<file path="src/rtl/fetch_pkg.sv">
`default_nettype none
// ============================================================================
// Module      : fetch_pkg
// Description : Shared types and helpers for the instruction-fetch controller.
//               FSM state encoding, PC increment step and the word-alignment
//               check used on redirect targets.
// Revision    : 1.0 - initial release
// ============================================================================
package fetch_pkg;

    typedef enum logic [1:0] {
        F_IDLE  = 2'd0,
        F_REQ   = 2'd1,
        F_WAIT  = 2'd2,
        F_FAULT = 2'd3
    } fetch_state_t;

    localparam int PC_STEP = 4;

    // A fetch target is usable only when it is 32-bit word aligned.
    function automatic logic is_aligned(input logic [1:0] addr_lsb);
        return (addr_lsb == 2'b00);
    endfunction

endpackage
`default_nettype wire

</file>
<file path="src/rtl/fetch_ctrl_if.sv">
`default_nettype none
// ============================================================================
// Module      : fetch_ctrl_if
// Description : Bus bundle between the fetch controller, instruction memory
//               and decode.
//   imem_req_valid/addr/ready : fetch request handshake
//   imem_resp_valid/data      : one-cycle, non-backpressurable response
//   if_valid/pc/instr/ready   : one-entry output stage towards decode
//   master modport = fetch controller, slave modport = memory + decode side
// Revision    : 1.0 - initial release
// ============================================================================
interface fetch_ctrl_if #(
    parameter int XLEN = 32
) ();
    logic            imem_req_valid;
    logic [XLEN-1:0] imem_req_addr;
    logic            imem_req_ready;
    logic            imem_resp_valid;
    logic [XLEN-1:0] imem_resp_data;
    logic            if_valid;
    logic [XLEN-1:0] if_pc;
    logic [XLEN-1:0] if_instr;
    logic            if_ready;

    modport master (
        output imem_req_valid, imem_req_addr,
        input  imem_req_ready, imem_resp_valid, imem_resp_data,
        output if_valid, if_pc, if_instr,
        input  if_ready
    );

    modport slave (
        input  imem_req_valid, imem_req_addr,
        output imem_req_ready, imem_resp_valid, imem_resp_data,
        input  if_valid, if_pc, if_instr,
        output if_ready
    );
endinterface
`default_nettype wire

</file>
<file path="src/rtl/fetch_pc_gen.sv">
`default_nettype none
// ============================================================================
// Module      : fetch_pc_gen
// Description : Program counter register with hold / +4 / redirect next-pc
//               selection and misaligned-redirect detection.
//   clk, reset      : clock, synchronous active-high reset (pc <= RESET_PC)
//   redirect_valid  : execute requests a PC change
//   redirect_pc     : redirect target
//   advance         : an instruction was accepted; step pc by PC_STEP
//   pc              : current program counter
//   redirect_ok     : aligned redirect this cycle (pc takes redirect_pc)
//   redirect_bad    : misaligned redirect this cycle (pc held)
// Revision    : 1.0 - initial release
// ============================================================================
module fetch_pc_gen
    import fetch_pkg::*;
#(
    parameter int              XLEN     = 32,
    parameter logic [XLEN-1:0] RESET_PC = '0
) (
    input  wire logic            clk,
    input  wire logic            reset,
    input  wire logic            redirect_valid,
    input  wire logic [XLEN-1:0] redirect_pc,
    input  wire logic            advance,
    output logic      [XLEN-1:0] pc,
    output logic                 redirect_ok,
    output logic                 redirect_bad
);

    logic [XLEN-1:0] r_pc;
    logic            w_aligned;

    assign w_aligned    = is_aligned(redirect_pc[1:0]);
    assign redirect_ok  = redirect_valid &&  w_aligned;
    assign redirect_bad = redirect_valid && !w_aligned;
    assign pc           = r_pc;

    // Redirect wins over sequential advance; the increment wraps naturally.
    always_ff @(posedge clk) begin
        if (reset) begin
            r_pc <= RESET_PC;
        end else if (redirect_ok) begin
            r_pc <= redirect_pc;
        end else if (advance && !redirect_valid) begin
            r_pc <= r_pc + XLEN'(PC_STEP);
        end
    end

endmodule
`default_nettype wire

</file>
<file path="src/rtl/fetch_ctrl.sv">
`default_nettype none
// ============================================================================
// Module      : fetch_ctrl
// Description : Instruction-fetch controller. Issues one aligned fetch at a
//               time, captures the response into a one-entry output stage,
//               applies redirects (discarding stale responses), honours halt
//               and latches a sticky fault on misaligned redirect targets.
//   clk, reset     : clock, synchronous active-high reset
//   redirect_valid : execute requests a PC change this cycle
//   redirect_pc    : redirect target
//   halt           : level; blocks issuing new fetch requests
//   misalign_fault : sticky; a redirect target was not word aligned
//   bus            : fetch_ctrl_if master (imem request/response, decode out)
// Revision    : 1.0 - initial release
// ============================================================================
module fetch_ctrl
    import fetch_pkg::*;
#(
    parameter int              XLEN     = 32,
    parameter logic [XLEN-1:0] RESET_PC = '0
) (
    input  wire logic            clk,
    input  wire logic            reset,
    input  wire logic            redirect_valid,
    input  wire logic [XLEN-1:0] redirect_pc,
    input  wire logic            halt,
    output logic                 misalign_fault,
    fetch_ctrl_if.master         bus
);

    fetch_state_t    r_state;
    logic            r_discard;
    logic            r_fault;
    logic            r_req_valid;
    logic [XLEN-1:0] r_req_addr;
    logic            r_if_valid;
    logic [XLEN-1:0] r_if_pc;
    logic [XLEN-1:0] r_if_instr;

    logic [XLEN-1:0] w_pc;
    logic            w_redir_ok;
    logic            w_redir_bad;
    logic            w_accept;
    logic            w_entry_free;
    logic [XLEN-1:0] w_fetch_pc;

    // A response is kept only if it is not stale and no redirect lands with it.
    assign w_accept = (r_state == F_WAIT) && bus.imem_resp_valid &&
                      !r_discard && !redirect_valid;

    // The entry counts as free when it will be empty after this edge; a
    // redirect always empties it.
    assign w_entry_free = !r_if_valid || bus.if_ready || w_redir_ok;

    // An aligned redirect sampled in IDLE is fetched immediately.
    assign w_fetch_pc = w_redir_ok ? redirect_pc : w_pc;

    fetch_pc_gen #(
        .XLEN     (XLEN),
        .RESET_PC (RESET_PC)
    ) u_pc_gen (
        .clk            (clk),
        .reset          (reset),
        .redirect_valid (redirect_valid),
        .redirect_pc    (redirect_pc),
        .advance        (w_accept),
        .pc             (w_pc),
        .redirect_ok    (w_redir_ok),
        .redirect_bad   (w_redir_bad)
    );

    always_ff @(posedge clk) begin
        if (reset) begin
            r_state     <= F_IDLE;
            r_discard   <= 1'b0;
            r_fault     <= 1'b0;
            r_req_valid <= 1'b0;
            r_req_addr  <= RESET_PC;
            r_if_valid  <= 1'b0;
            r_if_pc     <= '0;
            r_if_instr  <= '0;
        end else begin
            if (r_if_valid && bus.if_ready) begin
                r_if_valid <= 1'b0;
            end
            // Any redirect flushes the entry; decode kills a same-cycle transfer.
            if (redirect_valid) begin
                r_if_valid <= 1'b0;
            end
            if (w_redir_bad) begin
                r_fault <= 1'b1;
            end

            case (r_state)
                F_IDLE: begin
                    if (w_redir_bad) begin
                        r_state <= F_FAULT;
                    end else if (!halt && w_entry_free) begin
                        r_state     <= F_REQ;
                        r_req_valid <= 1'b1;
                        r_req_addr  <= w_fetch_pc;
                    end
                end
                F_REQ: begin
                    // The pending request keeps its old address; its response
                    // is marked stale instead.
                    if (redirect_valid) begin
                        r_discard <= 1'b1;
                    end
                    if (bus.imem_req_ready) begin
                        r_state     <= F_WAIT;
                        r_req_valid <= 1'b0;
                    end
                end
                F_WAIT: begin
                    if (bus.imem_resp_valid) begin
                        r_discard <= 1'b0;
                        if (w_accept) begin
                            r_if_valid <= 1'b1;
                            r_if_pc    <= r_req_addr;
                            r_if_instr <= bus.imem_resp_data;
                        end
                        r_state <= (r_fault || w_redir_bad) ? F_FAULT : F_IDLE;
                    end else if (redirect_valid) begin
                        r_discard <= 1'b1;
                    end
                end
                F_FAULT: begin
                    r_req_valid <= 1'b0;
                end
                default: begin
                    r_state <= F_IDLE;
                end
            endcase
        end
    end

    assign bus.imem_req_valid = r_req_valid;
    assign bus.imem_req_addr  = r_req_addr;
    assign bus.if_valid       = r_if_valid;
    assign bus.if_pc          = r_if_pc;
    assign bus.if_instr       = r_if_instr;
    assign misalign_fault     = r_fault;

endmodule
`default_nettype wire

</file>
<file path="src/flat_wrapper.sv">
// flat-port wrapper written by rule: the top's interface ports become plain ports
module fetch_ctrl_flat import fetch_pkg::*;
#(
    parameter int              XLEN     = 32,
    parameter logic [XLEN-1:0] RESET_PC = '0
)
  (clk, reset, redirect_valid, redirect_pc, halt, misalign_fault, bus_imem_req_valid, bus_imem_req_addr, bus_imem_req_ready, bus_imem_resp_valid, bus_imem_resp_data, bus_if_valid, bus_if_pc, bus_if_instr, bus_if_ready);
  fetch_ctrl_if #(.XLEN(XLEN)) bus_i ();
  input  wire logic clk;
  input  wire logic reset;
  input  wire logic redirect_valid;
  input  wire logic [XLEN-1:0] redirect_pc;
  input  wire logic halt;
  output logic misalign_fault;
  output wire logic [$bits(bus_i.imem_req_valid)-1:0] bus_imem_req_valid;
  output wire logic [$bits(bus_i.imem_req_addr)-1:0] bus_imem_req_addr;
  input wire logic [$bits(bus_i.imem_req_ready)-1:0] bus_imem_req_ready;
  input wire logic [$bits(bus_i.imem_resp_valid)-1:0] bus_imem_resp_valid;
  input wire logic [$bits(bus_i.imem_resp_data)-1:0] bus_imem_resp_data;
  output wire logic [$bits(bus_i.if_valid)-1:0] bus_if_valid;
  output wire logic [$bits(bus_i.if_pc)-1:0] bus_if_pc;
  output wire logic [$bits(bus_i.if_instr)-1:0] bus_if_instr;
  input wire logic [$bits(bus_i.if_ready)-1:0] bus_if_ready;
  assign bus_imem_req_valid = bus_i.imem_req_valid;
  assign bus_imem_req_addr = bus_i.imem_req_addr;
  assign bus_i.imem_req_ready = bus_imem_req_ready;
  assign bus_i.imem_resp_valid = bus_imem_resp_valid;
  assign bus_i.imem_resp_data = bus_imem_resp_data;
  assign bus_if_valid = bus_i.if_valid;
  assign bus_if_pc = bus_i.if_pc;
  assign bus_if_instr = bus_i.if_instr;
  assign bus_i.if_ready = bus_if_ready;
  fetch_ctrl #(.XLEN(XLEN), .RESET_PC(RESET_PC)) u_core (.clk(clk), .reset(reset), .redirect_valid(redirect_valid), .redirect_pc(redirect_pc), .halt(halt), .misalign_fault(misalign_fault), .bus(bus_i));
endmodule
</file>
<file path="config.mk">
export PLATFORM = sky130hd
export DESIGN_NAME = fetch_ctrl_flat
export DESIGN_NICKNAME = d
export VERILOG_FILES = /design/src/rtl/fetch_pkg.sv /design/src/rtl/fetch_ctrl_if.sv /design/src/rtl/fetch_pc_gen.sv /design/src/rtl/fetch_ctrl.sv /design/src/flat_wrapper.sv
export SDC_FILE = /design/constraint.sdc
export NUM_CORES = 1
export LEC_CHECK = 0
export CAP_MARGIN = 20
export CORE_AREA = 5 5 128 130
export CTS_CLUSTER_SIZE = 24
export DETAILED_ROUTE_END_ITERATION = 7
export DIE_AREA = 0 0 133 135
export PLACE_DENSITY = 0.65
export SLEW_MARGIN = 20
export SYNTH_ARGS = -nofsm -noshare
export SYNTH_HDL_FRONTEND = slang
export SYNTH_SLANG_ARGS = --single-unit
</file>
<file path="constraint.sdc">
create_clock -name clk -period 2.8 [get_ports clk]
set_input_delay 0.7 -clock clk [delete_from_list [all_inputs] [get_ports clk]]
set_output_delay 0.7 -clock clk [all_outputs]
set_load 0.02 [all_outputs]
</file>
==> flow_metrics.env, run 1 <==
export IMPL_synth_edff_count=0
export IMPL_synth_distinct_cells=54
export IMPL_io_pins=170
export IMPL_drtIter0Drc=354
export IMPL_clock_skew_ns=0.00965
export IMPL_cts_tree="done"
export IMPL_cts_resized_gates=0
export IMPL_vdd_drop_max_mv=0.501
export IMPL_status="complete, no violations"
export IMPL_cts_buffers=17
export IMPL_grt_pass1_vias=5382
export IMPL_relSlewSlack_pct=62.0
export IMPL_ant_nets=0
export IMPL_rsz0062_at_grt="false"
export IMPL_drc_errors=0
export IMPL_grtUsageMet2_pct=32.3
export IMPL_worst_pin_slew_ns=0.569
export IMPL_dp_hpwl_um=13000
export IMPL_layout_nets=957
export IMPL_place_gp_congestion=0.846
export IMPL_required_ns=3.11
export IMPL_start_util_pct=39.3
export IMPL_layout_drive_gt1_share_pct=8.31
export IMPL_overflow=0
export IMPL_syn_num_nets=803
export IMPL_synthCells=726
export IMPL_start_kind="primary input"
export IMPL_via_count=5749
export IMPL_vias_per_cell=5.33
export IMPL_finalWorstSetupSlack_ns=0.209
export IMPL_critPathMaxStageDelay_ns=0.57
export IMPL_path_class="in -> reg"
export IMPL_timing_hold_ws_ns=0.452
export IMPL_seqCellArea_um2=2680
export IMPL_holdCritPathClass="reg -> reg"
export IMPL_top_usage_layer="met2"
export IMPL_worstSetupEndpointType="flip-flop"
export IMPL_ys_ff_latch=134
export IMPL_post_cts_buffers=0
export IMPL_power_density_nw_per_um2=683
export IMPL_finalHoldViolations=0
export IMPL_detail_route_wl_per_cell_um=17.0
export IMPL_min_period_over_period_pct=92.5
export IMPL_track_usage_pct=20.2
export IMPL_syn_area_per_cell_um2=8.13
export IMPL_ys_seq_area_share_pct=45.4
export IMPL_final_cells=1078
export IMPL_synthFlopType="dfxtp_1"
export IMPL_die_h_um=135
export IMPL_clockRootBuffer="clkbuf_16"
export IMPL_insertion_delay_ns=0.41
export IMPL_setup_viol=0
export IMPL_n_fill_cell=1368
export IMPL_yosysTopAreaCellShare_pct=45.4
export IMPL_numPortBuffers=169
export IMPL_pre_cts_slack_ns=-0.188
export IMPL_ys_top_cells_by_area="dfxtp_1, nand2_1, a21oi_1"
export IMPL_fmax_mhz=386
export IMPL_place_inst=1049
export IMPL_hold_buffers=0
export IMPL_antenna_found_initial=0
export IMPL_grt_max_degree=74
export IMPL_yosysWarnings=0
export IMPL_core_area_um2=15000
export IMPL_crit_fanout=61
export IMPL_first_pass_iters=5
export IMPL_synth_common_cells="nand2_1, dfxtp_1, a21oi_1"
export IMPL_use_met3_pct=5.44
export IMPL_clkTransAtPathRegs_ns=0.06
export IMPL_worstPathCellList="clkdlybuf4s50_1 > or3b_2 > a2111oi_4 > buf_12 > nor2_1 > a311oi_1"
export IMPL_antenna_cells=0
export IMPL_slew_viol_final=0
export IMPL_arrival_ns=2.90
export IMPL_synth_most_common_cell="nand2_1"
export IMPL_area_growth_pct=41.2
export IMPL_cpMaxStageDelayCell="clkdlybuf4s50_1"
export IMPL_synth_top_cell_by_area="dfxtp_1"
export IMPL_use_met1_pct=26.2
export IMPL_post_route_util_pct=55.4
export IMPL_routed_wl_um=18300
export IMPL_multi_input_area_um2=2950
export IMPL_finalCriticalPeriod_ns=2.59
export IMPL_p_leak_nw=2.73
export IMPL_die_w_um=133
export IMPL_cap_violations=0
export IMPL_cts_max_path_buffers=2
export IMPL_die_area_um2=18000
export IMPL_clkSinkCount=134
export IMPL_num_rows=45
export IMPL_syn_area_um2=5900
export IMPL_grt_pass1_wl_um=29200
export IMPL_synthArstFlopShare_pct=0
export IMPL_h_tree_depth=4
-- final timing paths --
kind	start	endpoint	depth (start not counted)	slack [ns]
max	redirect_valid	u_core.bus.imem_req_addr[14]$_SDFFE_PP0P_	6	0.21
max reg2reg	u_core.r_state[0]$_SDFFE_PP0P_	u_core.u_pc_gen.pc[19]$_SDFFE_PP0P_	6	0.57
min reg2reg	u_core.bus.if_pc[6]$_SDFFE_PP0P_	u_core.bus.if_pc[6]$_SDFFE_PP0P_	2	0.45
min	u_core.bus.if_pc[6]$_SDFFE_PP0P_	u_core.bus.if_pc[6]$_SDFFE_PP0P_	2	0.45
-- sequential cells by signal, indices dropped and copies added, names as in the netlist, 2 cells and up --
| register | flops |
|---|---|
| u_core.bus.if_instr | 32 |
| u_core.bus.if_pc | 32 |
| u_core.bus.imem_req_addr | 32 |
| u_core.u_pc_gen.pc | 32 |
| u_core.r_state | 2 |
-- cell families (layout without fill, tap and decap cells) --
logic type,count (synthesis),in the layout,synth area share [%]
AND/OR/NAND/NOR,348,348,26.0
AO/OA/AOI/OAI,165,165,21.2
buffers and inverters,65,229,4.85
XOR/XNOR,6,6,0.890
flip-flops,134,134,45.4
multiplexers,2,2,0.360
adder cells (fa/ha/maj),6,6,1.27
-- routing by layer --
layer	vias up	share of wire, %
li1	2863	-
met1	2713	45
met2	143	48
met3	30	5.3
met4	0	2.2
met5	-	0
-- critical path: cells and delay by family --
family,cells,cell delay [ns]
buf+inv,2,0.89
compound gates,2,0.67
simple gates,2,0.60
-- layout make-up --
cell class / instances / share of cell area [%]
multi-input cells: 527 / 35.4
flip-flops and latches: 134 / 32.2
repair buffers: 190 / 22.6
clock buffers: 24 / 5.66
well taps: 188 / 2.82
clock inverters: 5 / 0.901
inverters: 10 / 0.450
-- metrics by stage --
step	total power, mW	cell area (um^2)	setup TNS (ns)
2_1_floorplan	3.06	5900	0
3_3_place_gp	3.59	7790	-1.42
3_5_place_dp	3.63	7790	-3.36
4_1_cts	5.74	8340	0
5_1_grt	5.96	8340	0
6_report	5.69	8340	0
-- power breakdown --
part	internal (mW)	total, mW	leakage (nW)	switching [mW]
Combinational	0.612	1.33	1.37	0.720
Clock	1.34	2.11	0.270	0.768
Sequential	2.09	2.25	1.09	0.165
-- cell usage in the layout (no fill, tap or decap), drive strengths merged, types with 4 or more instances in the layout --
| cell type | Yosys | layout |
|---|---|---|
| and2 | 5 | 5 |
| nor2 | 68 | 68 |
| nand4 | 15 | 15 |
| or4 | 7 | 7 |
| a31oi | 4 | 4 |
| or3 | 8 | 8 |
| buf | 22 | 22 |
| o31a | 4 | 4 |
| ha | 6 | 6 |
| dfxtp | 134 | 134 |
| nor4 | 6 | 6 |
| clkbuf | 33 | 24 |
| and4 | 4 | 4 |
| xor2 | 5 | 5 |
| o31ai | 6 | 6 |
| o21ai | 12 | 12 |
| and3 | 7 | 7 |
| nor3 | 4 | 4 |
| clkdlybuf4s50 | 0 | 168 |
| nand3 | 15 | 15 |
| a21oi | 72 | 72 |
| a311oi | 41 | 41 |
| inv | 10 | 10 |
| a211oi | 9 | 9 |
| nand2 | 196 | 196 |
Note: power is estimated with default switching activity, not from simulation.
==> inputs of run 2 (changes only) <==
--- a/config.mk
+++ b/config.mk
@@ -10,7 +10,7 @@
 export CTS_CLUSTER_SIZE = 24
 export DETAILED_ROUTE_END_ITERATION = 7
 export DIE_AREA = 0 0 133 135
-export PLACE_DENSITY = 0.65
+export PLACE_DENSITY_LB_ADDON = 0.1
 export SLEW_MARGIN = 20
 export SYNTH_ARGS = -nofsm -noshare
 export SYNTH_HDL_FRONTEND = slang
==> run 2 against run 1 <==
Against the previous run:
- sequential cell count did not move
- critical endpoint is now u_core.bus.imem_req_addr[24]$_SDFFE_PP0P_
- die area did not move
- sequential power barely moved
- via count rose by 0.31%
- worst setup slack improved by 0.16 ns
- maximum frequency rose by 6.5%
- final cell count did not move
- clock skew fell by 0.00093 ns
- non-clock buffer count fell by 3
- worst hold slack got worse by 0.0012 ns
==> flow_metrics.env, run 2 (same netlist as run 1, synthesis figures left out) <==
export IMPL_track_usage_pct=19.8
export IMPL_io_pins=170
export IMPL_numPortBuffers=169
export IMPL_worstSetupEndpointType="flip-flop"
export IMPL_min_from="u_core.bus.if_pc[10]$_SDFFE_PP0P_"
export IMPL_holdCritPathClass="reg -> reg"
export IMPL_core_area_um2=15000
export IMPL_min_to="u_core.bus.if_pc[10]$_SDFFE_PP0P_"
export IMPL_fmax_mhz=411
export IMPL_post_cts_buffers=0
export IMPL_insertion_delay_ns=0.42
export IMPL_vias_per_cell=5.35
export IMPL_required_ns=3.12
export IMPL_rr_endpoint="u_core.u_pc_gen.pc[21]$_SDFFE_PP0P_"
export IMPL_overflow=0
export IMPL_startpoint="redirect_valid"
export IMPL_layout_common_cells="nand2_1, clkdlybuf4s50_1, dfxtp_1, a21oi_1, nor2_1"
export IMPL_post_route_cell_area_um2=8380
export IMPL_crit_fanout=65
export IMPL_power_density_nw_per_um2=706
export IMPL_clockRootBuffer="clkbuf_16"
export IMPL_status="complete, no violations"
export IMPL_grt_pass1_vias=5372
export IMPL_clock_power_share_pct=39.5
export IMPL_r2r_cells=6
export IMPL_finalCriticalPeriod_ns=2.43
export IMPL_first_pass_iters=4
export IMPL_vdd_drop_max_mv=0.429
export IMPL_place_gp_congestion=0.880
export IMPL_cts_buffers=17
export IMPL_cpMaxStageDelayCell="or3b_2"
export IMPL_slew_viol_final=0
export IMPL_routed_wl_um=18300
export IMPL_grt_max_degree=66
export IMPL_drc_errors=0
export IMPL_switchingPower_mw=1.72
export IMPL_cts_tree="done"
export IMPL_ant_nets=0
export IMPL_finalHoldViolations=0
export IMPL_dp_hpwl_um=13200
export IMPL_die_h_um=135
export IMPL_start_kind="primary input"
export IMPL_hold_buffers=0
export IMPL_min_period_over_period_pct=86.9
export IMPL_wl_met2_um=8550
export IMPL_p_seq_share_pct=38.2
export IMPL_wl_met3_um=1260
export IMPL_rr_startpoint="u_core.r_state[0]$_SDFFE_PP0P_"
export IMPL_relSlewSlack_pct=46.3
export IMPL_cts_max_path_buffers=2
export IMPL_maxUsedRoutingLayer="met4"
export IMPL_finalSetupTns_ns=0
export IMPL_h_tree_depth=4
export IMPL_area_growth_pct=41.9
export IMPL_antenna_cells=0
export IMPL_p_leak_nw=2.74
export IMPL_clock_skew_ns=0.00872
export IMPL_final_common_cell="nand2_1"
export IMPL_critPathMaxStageDelay_ns=0.50
export IMPL_drt_met1_wl_um=8270
export IMPL_die_w_um=133
export IMPL_grt_pass1_wl_um=28800
export IMPL_sw_frac_of_total_pct=29.1
export IMPL_p_int_mw=4.19
export IMPL_n_fill_cell=1389
export IMPL_whs_path_depth=2
export IMPL_worstPathCellList="clkdlybuf4s50_1 > or3b_2 > a2111oi_4 > buf_12 > nor2_1 > a311oi_2"
export IMPL_cts_resized_gates=0
export IMPL_clkSinkCount=134
export IMPL_detail_route_wl_per_cell_um=16.9
export IMPL_rsz0062_at_grt="false"
export IMPL_layout_drive_gt1_share_pct=8.88
export IMPL_via_count=5767
export IMPL_clkTransAtPathRegs_ns=0.05
export IMPL_share_comb_of_total_power_pct=22.3
export IMPL_start_util_pct=39.3
export IMPL_arrival_ns=2.75
export IMPL_r2r_slack_ns=0.59
export IMPL_num_rows=45
export IMPL_path_class="in -> reg"
export IMPL_drtIter0Drc=420
export IMPL_antenna_found_initial=0
export IMPL_die_area_um2=18000
export IMPL_cap_violations=0
export IMPL_layout_nets=954
export IMPL_setup_viol=0
export IMPL_worst_pin_slew_ns=0.805
export IMPL_placed_cell_area_um2=7750
## run 2: cell types whose count changed in the layout (fill, tap and decap cells not counted)
| cell | before | now |
|---|---|---|
| buf_4 | 19 | 17 |
| bufinv_16 | 2 | 4 |
| clkbuf_8 | 2 | 1 |
| clkbuf_1 | 5 | 0 |
| clkinv_2 | 3 | 5 |
| buf_12 | 3 | 2 |
| clkinvlp_4 | 0 | 5 |
## run 2: per-stage QoR
step	utilization (%)	hold WS (ns)	setup WS [ns]	power, mW	instances
5_1_grt	55.7	0.475	0.266	6.19	1078
2_1_floorplan	-	0.443	0.633	3.06	726
6_report	55.7	0.451	0.368	5.92	1078
3_5_place_dp	51.6	0.445	-0.0640	3.63	1046
4_1_cts	55.7	0.453	0.367	5.98	1078
3_3_place_gp	51.6	0.441	0.00905	3.59	1046
## run 2: cell type report
type	instances	area, um^2	share of cell area, %
repair buffers	187	1850	22.1
clock inverters	14	183	2.18
clock buffers	18	439	5.24
well taps	188	235	2.81
inverters	10	37.5	0.448
multi-input cells	527	2950	35.2
flip-flops and latches	134	2680	32.0
## run 2: worst max-delay path: cells and delay by family
family	cells	cell delay, ns
AO/OA/AOI/OAI	2	0.62
buffers and inverters	2	0.81
AND/OR/NAND/NOR	2	0.60
## run 2: power groups by stage
stage / Combinational, mW / Clock, mW / Sequential (mW)
detailed placement: 1.33 / 0 / 2.30
finish: 1.32 / 2.34 / 2.26
floorplan: 0.653 / 0 / 2.41
CTS: 1.34 / 2.39 / 2.26
global placement: 1.30 / 0 / 2.29
global route: 1.43 / 2.47 / 2.29
## run 2: worst max-delay path by stage
stage | to | cells after the start
after global placement | u_core.r_state[1]$_SDFFE_PP0P_ | 6
after global routing | u_core.bus.imem_req_addr[13]$_SDFFE_PP0P_ | 6
after CTS | u_core.bus.imem_req_addr[24]$_SDFFE_PP0P_ | 6
after detailed placement | u_core.bus.imem_req_addr[24]$_SDFFE_PP0P_ | 6
final | u_core.bus.imem_req_addr[24]$_SDFFE_PP0P_ | 6
after floorplan | u_core.bus.imem_req_addr[10]$_SDFFE_PP0P_ | 7
## run 2: per-layer routing
layer,GRT usage (%),vias up
met5,0,-
met4,5.83,0
met2,31.5,221
li1,-,2871
met1,26.3,2660
met3,5.63,15
